`src/rtl/fn_suma_resta_serie.sv`:
```
// -----------------------------------------------------------------------------
// fn_suma_resta_serie
//
// Digit-serial add/subtract unit. Computes a+b or a-b CHUNK bits per clock
// through a single CHUNK-bit adder, so a WIDTH-bit operation takes
// N = WIDTH/CHUNK cycles. Status flags (carry, overflow, zero, negative) are
// registered together with the last result chunk. Operands enter and results
// leave through valid/ready handshakes; only one operation is in flight.
//
// Ports:
//   clk        system clock, rising edge
//   nreset     asynchronous active-low reset
//   in_valid   operands presented            in_ready   unit accepts operands (IDLE)
//   a, b       WIDTH-bit operands            resta      0 = a+b, 1 = a-b
//   out_valid  result and flags valid (DONE) out_ready  consumer takes result
//   Y          result modulo 2^WIDTH
//   carry      carry out of MSB (subtraction: 1 = no borrow)
//   overflow   two's-complement signed overflow
//   zero       Y == 0
//   negative   Y[WIDTH-1]
// -----------------------------------------------------------------------------
module fn_suma_resta_serie #(
    parameter int WIDTH = 32,
    parameter int CHUNK = 8
) (
    input  logic             clk,
    input  logic             nreset,
    input  logic             in_valid,
    output logic             in_ready,
    input  logic [WIDTH-1:0] a,
    input  logic [WIDTH-1:0] b,
    input  logic             resta,
    output logic             out_valid,
    input  logic             out_ready,
    output logic [WIDTH-1:0] Y,
    output logic             carry,
    output logic             overflow,
    output logic             zero,
    output logic             negative
);

    localparam int N  = WIDTH / CHUNK;
    localparam int CW = (N > 1) ? $clog2(N) : 1;
    localparam logic [CW-1:0] LAST = CW'(N - 1);

    localparam logic [1:0] IDLE = 2'd0;
    localparam logic [1:0] CALC = 2'd1;
    localparam logic [1:0] DONE = 2'd2;

    generate
        if ((WIDTH % CHUNK) != 0) begin : g_bad_chunk
            $error("fn_suma_resta_serie: CHUNK must divide WIDTH exactly");
        end
    endgenerate

    logic [1:0]                 state;
    logic [CW-1:0]              cnt;
    logic                       cy;
    logic [WIDTH-1:0]           a_sh;
    logic [WIDTH-1:0]           b_sh;
    logic                       zacc;
    logic [N-1:0][CHUNK-1:0]    y_q;
    logic [CHUNK:0]             sum;
    logic                       last;
    logic                       sum_zero;

    // Operands are shifted right one chunk per cycle, so the chunk under
    // work is always in the low CHUNK bits. On the final chunk those low
    // bits hold the operand MSB chunk, which is what the overflow flag needs.
    always_comb begin
        sum      = {1'b0, a_sh[CHUNK-1:0]} + {1'b0, b_sh[CHUNK-1:0]}
                 + {{CHUNK{1'b0}}, cy};
        last     = (cnt == LAST);
        sum_zero = (sum[CHUNK-1:0] == '0);
    end

    assign in_ready  = (state == IDLE);
    assign out_valid = (state == DONE);
    assign Y         = y_q;

    always_ff @(posedge clk or negedge nreset) begin
        if (!nreset) begin
            state    <= IDLE;
            cnt      <= '0;
            cy       <= 1'b0;
            a_sh     <= '0;
            b_sh     <= '0;
            zacc     <= 1'b0;
            y_q      <= '0;
            carry    <= 1'b0;
            overflow <= 1'b0;
            zero     <= 1'b0;
            negative <= 1'b0;
        end else begin
            case (state)
                IDLE: begin
                    if (in_valid) begin
                        // Subtraction as a + ~b + 1: the +1 rides in on the carry.
                        a_sh  <= a;
                        b_sh  <= resta ? ~b : b;
                        cy    <= resta;
                        cnt   <= '0;
                        zacc  <= 1'b1;
                        state <= CALC;
                    end
                end
                CALC: begin
                    y_q[cnt] <= sum[CHUNK-1:0];
                    cy       <= sum[CHUNK];
                    cnt      <= cnt + CW'(1);
                    a_sh     <= a_sh >> CHUNK;
                    b_sh     <= b_sh >> CHUNK;
                    // Running "all chunks so far were zero" avoids a wide compare.
                    zacc     <= zacc & sum_zero;
                    if (last) begin
                        carry    <= sum[CHUNK];
                        overflow <= (a_sh[CHUNK-1] == b_sh[CHUNK-1]) &&
                                    (sum[CHUNK-1] != a_sh[CHUNK-1]);
                        zero     <= zacc & sum_zero;
                        negative <= sum[CHUNK-1];
                        state    <= DONE;
                    end
                end
                DONE: begin
                    if (out_ready) begin
                        state <= IDLE;
                    end
                end
                default: state <= IDLE;
            endcase
        end
    end

endmodule

```
`config.mk`:
```
export PLATFORM = sky130hd
export DESIGN_NAME = fn_suma_resta_serie
export DESIGN_NICKNAME = d
export VERILOG_FILES = /design/src/rtl/fn_suma_resta_serie.sv
export SDC_FILE = /design/constraint.sdc
export NUM_CORES = 1
export LEC_CHECK = 0
export BUFFER_PORTS_ARGS = -buffer_cell sky130_fd_sc_hd__buf_2
export CORE_ASPECT_RATIO = 0.5
export CORE_UTILIZATION = 40
export CTS_BUF_LIST = sky130_fd_sc_hd__clkbuf_8
export DETAILED_ROUTE_END_ITERATION = 10
export PLACE_DENSITY = 0.68
export REMOVE_ABC_BUFFERS = 1
export SLEW_MARGIN = 40
export SYNTH_ARGS = -nofsm -noshare
export SYNTH_HDL_FRONTEND = slang
export SYNTH_SLANG_ARGS = --single-unit
```
`constraint.sdc`:
```
create_clock -name clk -period 2.9 [get_ports clk]
set_clock_uncertainty 0.05 [all_clocks]
set_input_delay 0.58 -clock clk [delete_from_list [all_inputs] [get_ports clk]]
set_output_delay 0.58 -clock clk [all_outputs]
set_load 0.02 [all_outputs]
```
; ---- Yosys cells after proc, flatten, opt, wreduce, memory -nomap -nowiden
; Index checks and enable logic that the tools add are counted.
[classes]
bitwise_logic = 2
eq_ne = 8
n_addsub = 3
order_cmp = 2
mux = 18
n_reduce_logical = 8
[ops]
columns = operator, count
row1 = 32-bit case mux with 2 select lines, 2
row2 = 32-bit two-way mux, 3
row3 = 32-bit bitwise mux, 1
row4 = 32-bit inverter, 1
row5 = 8-bit demux with 2-bit select, 1
row6 = 8-bit by 8-bit adder with 9-bit output, 1
row7 = 9-bit by 1-bit adder with 9-bit output, 1
row8 = 8-bit zero test, 1
row9 = 2-bit two-way mux, 4
row10 = 8-bit two-way mux, 1
row11 = 2-bit case mux with 3 select lines, 1
row12 = "2-bit equality test, second input constant", 2
row13 = "2-bit inequality test, second input constant", 2
row14 = 1-bit case mux with 2 select lines, 2
row15 = 2-bit case mux with 2 select lines, 1
row16 = 2-bit AND reduction, 2
row17 = "2-bit by 3-bit less-than comparator with 1-bit output, second input constant", 1
row18 = 3-bit AND reduction, 1
row19 = "2-bit by 1-bit adder with 2-bit output, second input constant", 1
row20 = "2-bit by 1-bit equality test with 1-bit output, second input constant", 1
row21 = "2-bit by 1-bit >= comparator with 1-bit output, second input constant", 1
row22 = 1-bit logical AND, 2
row23 = 2-bit zero test, 1
row24 = 1-bit two-way mux, 2
row25 = other kinds (5), 5
[word_totals]
out_inout_bits = 38
in_bits = 69
register_bits = 106

; ---- Logic depth before layout (Yosys ltp)
[depth]
ltp_word = 5
depth_mapped = 8
ltp_nobuf = 8

; ---- Worst setup path after synthesis
; OpenSTA, ideal clock, no wires.
[synth_timing]
path_kind = reg-to-reg
from = register cy
to = register zacc
path_stages_with_launch = 9
slack_ns = 0.557
arrival_time_ns = 2.216
path_cell_list = dfrtp_1 -> fa_1 -> fa_1 -> a21oi_1 -> o21ai_0 -> a21oi_1 -> xnor2_1 -> nand4b_1 -> a21oi_1
[synth_between]
elab_chain_cells = 4
[synth_lines]
columns = element, line_no
row1 = "start, declared", 58  ; logic cy;
row2 = "start signal, assigned", 101  ; cy <= resta;
row3 = "start signal, assigned", 109  ; cy <= sum[CHUNK];
row4 = 9-bit by 1-bit adder with 9-bit output, 72  ; + {{CHUNK{1'b0}}, cy};
row5 = 8-bit zero test, 74  ; sum_zero = (sum[CHUNK-1:0] == '0);
row6 = 1-bit bitwise AND, 114  ; zacc <= zacc & sum_zero;
row7 = 1-bit case mux with 2 select lines, 95  ; case (state)
row8 = "end signal, assigned", 114
row9 = "end, declared", 61  ; logic zacc;
; No other way between the ends.
; A chain may end at the register's enable or synchronous reset.

; ---- Final worst setup path
; Ends and elaborated chain as after synthesis.

==> impl_table.tex <==
\begin{tabular}{lr}
\hline
Metric & Value \\
\hline
\multicolumn{2}{l}{\textbf{Outcome}} \\
Outcome & finished, final reports clean \\
\multicolumn{2}{l}{\textbf{Routing}} \\
Detail-routed net length per standard cell & 15.27 um \\
Drt first-iter violations & 295 \\
Remaining design rule violation count & 0 \\
Number of antenna-violating nets in the routed design & 0 \\
Total length of routed wires & 11530 um \\
Routed vias/inst & 5.017 \\
Total vias in the final route & 3788 \\
Drt pass-1 iters & 4 \\
\multicolumn{2}{l}{\textbf{STA}} \\
Unrepaired setup endpoints after global routing & no \\
Max-slew violations & 0 \\
Final-report hold violation count & 0 \\
Measured slew at the worst slew-check pin & 812.3 ps \\
Worst-case headroom to the max-slew limit & 0.4585 \\
Count of endpoints failing setup in the final report & 0 \\
Total negative setup slack & 0 ps \\
Tcrit/Tclk final & 0.8873 \\
Time the final worst path needs with I/O delays and setup & 2573 ps \\
Highest attainable clock frequency & 388.6 MHz \\
\multicolumn{2}{l}{\textbf{Synth}} \\
Multiplexer share of the synthesized area & 0.01818 \\
Post-synthesis share of cell area spent on and, or, nand and nor gates & 0.09922 \\
Most area-consuming cells after synthesis & dfrtp\_1, o21ai\_0, xnor2\_1 \\
Number of instances in the synthesized netlist & 490 \\
Area share of the largest cell type after synthesis & 0.5302 \\
Post-synthesis share of cell area spent on xor and xnor gates & 0.07044 \\
Part of the Yosys area used for sequential elements & 0.5302 \\
Adder-cell share of the synthesized area & 0.03585 \\
Compound-gate portion of the synthesized area & 0.2103 \\
Dominant combinational cell family by area after synthesis & compound AO/OA/AOI/OAI gates \\
Number of distinct library cell variants in the gate-level netlist after synthesis & 34 \\
Synth Cell Area & 4956 um2 \\
Mean Syn Cell Area & 10.11 um2 \\
Cell type with the highest aggregate area in the netlist & dfrtp\_1 \\
\#FFs+latches synth & 105 \\
Count of synthesis-stage warnings from yosys & 0 \\
\multicolumn{2}{l}{\textbf{Setup path}} \\
CP required & 3150 ps \\
Startpoint kind of the worst setup timing path & flip-flop \\
Max Fanout on Critical Path & 5 \\
Start-to-end type of the worst setup path & reg -> reg \\
Arrival time reported for the critical path endpoint & 2830 ps \\
Kind of end point of the critical path & flip-flop \\
\multicolumn{2}{l}{\textbf{Flow run}} \\
Number of violations of the max-capacitance limit & 0 \\
\multicolumn{2}{l}{\textbf{Power and ir drop}} \\
Cell area power density & 1142 nW/um2 \\
Clock power share & 0.126 \\
Combinational share of power & 0.490 \\
Total Power & 6.721 mW \\
P\_leak & 2.733 nW \\
Worst voltage drop across the vdd grid & 0.0004735 V \\
Share of total power in sequential cells & 0.384 \\
Total internal power & 3.749 mW \\
Switching fraction of total power & 0.4421 \\
Power dissipated by switching net loads & 2.971 mW \\
\multicolumn{2}{l}{\textbf{Die}} \\
Number of top-level pins & 107 \\
Full die area & 12870 um2 \\
Effective utilization at floorplan & 0.4149 \\
Die width & 159.4 um \\
Die span in y & 80.71 um \\
Core ar. & 11950 um2 \\
Site row count & 28 \\
\multicolumn{2}{l}{\textbf{Place}} \\
Half-perimeter wire length of the detailed placement result & 8103 um \\
Routability congestion estimate from global placement & 0.8433 \\
IO buf count & 106 \\
\multicolumn{2}{l}{\textbf{Clock tree}} \\
Inserted Clock Buffers & 9 \\
Clock latency reported for the late side of the worst-skew pair & 370 ps \\
Longest Clk Path Bufs & 2 \\
Post-CTS sizing & 0 \\
Quantity of hold-fixing buffers added after cts & 0 \\
Clock transition at the registers of the reported paths & 100 ps \\
Sink Count & 105 \\
H-tree level count & 3 \\
Buffer count from post-CTS setup fixing & 0 \\
CTS tree & yes \\
Buffer cell driving the clock tree root & clkbuf\_8 \\
\multicolumn{2}{l}{\textbf{Global routing}} \\
Gr usage total & 0.1882 \\
Number of global-route vias before repair & 3739 \\
Wire length of the first global-routing pass & 18890 um \\
Remaining Overflow, GRT & 0 \\
Number of antenna violations at the first check in global routing & 0 \\
Largest net degree at the start of global routing & 65 \\
\multicolumn{2}{l}{\textbf{Layout}} \\
Nets & 667 \\
Area growth, synth to finish & 18.71\% \\
Number of antenna diodes & 0 \\
Core occupancy in the finished layout & 0.4925 \\
Share of post-route cells with drive strength above 1 & 0.2593 \\
\multicolumn{2}{l}{\textbf{Min path}} \\
Worst min-delay path category & in -> async \\
\hline
\end{tabular}
==> worst max-delay path: stages (launching register included) <==
cell	delay, ps
dfrtp_1	430
fa_1	490
fa_1	430
a21oi_1	210
o21ai_0	120
a21oi_1	220
xnor2_1	230
nand4b_1	160
a21oi_1	170
==> cells by family (layout without fill, tap and decap cells) <==
family                   Yosys count  after routing
AO/OA/AOI/OAI                    167            167
flip-flops                       105            105
multiplexers                       8              8
adder cells (fa/ha/maj)           13             13
XOR/XNOR                          39             39
buffers and inverters             44            144
AND/OR/NAND/NOR                  114            114
==> cells in the mapped netlist <==
master / n
o31ai_2: 1
nor2b_1: 19
inv_1: 7
nor2_1: 25
mux2_2: 8
a22o_1: 16
o31ai_1: 2
nand2b_1: 1
buf_2: 7
o22a_1: 8
fa_1: 2
a21o_1: 1
o31ai_4: 1
a22oi_1: 24
nor3b_1: 1
clkbuf_1: 27
nand4_1: 1
nand2_1: 65
o21bai_1: 2
and2_1: 1
buf_1: 2
o21ai_0: 68
a211oi_2: 1
xnor2_1: 29
a21oi_1: 39
o22ai_1: 1
xor2_1: 9
dfrtp_1: 105
nand4b_1: 1
xor2_2: 1
o21ai_1: 2
buf_4: 1
ha_1: 11
a21oi_4: 1
==> final timing paths <==
path	startpoint	to	slack, ps	depth (start not counted)
worst min-delay path	nreset	carry$_DFFE_PN0P_	130	1
worst min register to register	Y[21]$_DFFE_PN0P_	Y[21]$_DFFE_PN0P_	430	2
worst max-delay path	cy$_DFFE_PN0P_	zacc$_DFFE_PN0P_	330	8
min in group clk	out_ready	state[1]$_DFFE_PN0P_	320	2
max in group asynchronous	nreset	a_sh[20]$_DFFE_PN0P_	1960	2
worst max register to register	cy$_DFFE_PN0P_	zacc$_DFFE_PN0P_	330	8
==> stage by stage <==
| stage | setup slack [ps] | hold slack [ps] | area, um2 | instances |
|---|---|---|---|---|
| floorplan | -972.6 | 234.4 | 4805 | 453 |
| global placement | 395.5 | 407.7 | 5703 | 739 |
| detailed placement | 339.6 | 415.4 | 5703 | 739 |
| CTS | 321.8 | 142.1 | 5883 | 755 |
| global route | 115.4 | 154.4 | 5883 | 755 |
| finish | 326.9 | 131.5 | 5883 | 755 |
==> cells in the final DEF (no fill, tap or decap), types with 2 or more instances in the layout <==
master and count:
xnor2_1 29, nand2_1 65, buf_4 14, a21oi_1 39, buf_2 105, buf_12 2
o21bai_1 2, clkbuf_8 10, o22a_1 8, o21ai_0 68, fa_1 2, inv_1 7
a22o_1 16, nor2_1 25, ha_1 11, a22oi_1 24, dfrtp_1 105, xor2_1 9
clkinv_2 2, clkinvlp_4 2, o31ai_1 2, nor2b_1 17, mux2_2 8
==> per-layer routing <==
| layer | GRT usage | vias up | part of all wire |
|---|---|---|---|
| met2 | 0.3070 | 79 | 0.46 |
| met3 | 0.04287 | 6 | 0.047 |
| li1 | - | 1872 | - |
| met5 | 0 | - | 0 |
| met1 | 0.2562 | 1831 | 0.48 |
| met4 | 0.04712 | 0 | 0.0080 |
==> registers in the layout, indices dropped and copies added, names as in the netlist <==
name	count
zero	1
Y	31
cy	1
a_sh	32
overflow	1
zacc	1
state	2
b_sh	32
carry	1
cnt	2
negative	1
==> area by class of cell <==
class | count | area (um2)
clock inverters | 6 | 42.54
clock buffers | 10 | 137.6
multi-input cells | 341 | 2172
repair buffers | 121 | 670.6
flip-flops and latches | 105 | 2628
inverters | 7 | 26.28
well taps | 165 | 206.4
fillers | 1150 | 6063
==> power groups by stage <==
stage	combinational, mW	sequential (mW)	clock, mW
2_1_floorplan	1.93	2.81	0
3_3_place_gp	3.23	2.57	0
3_5_place_dp	3.32	2.61	0
4_1_cts	3.33	2.58	0.868
5_1_grt	3.67	2.67	0.923
6_report	3.29	2.58	0.846
Power figures use the tool's default switching activity.
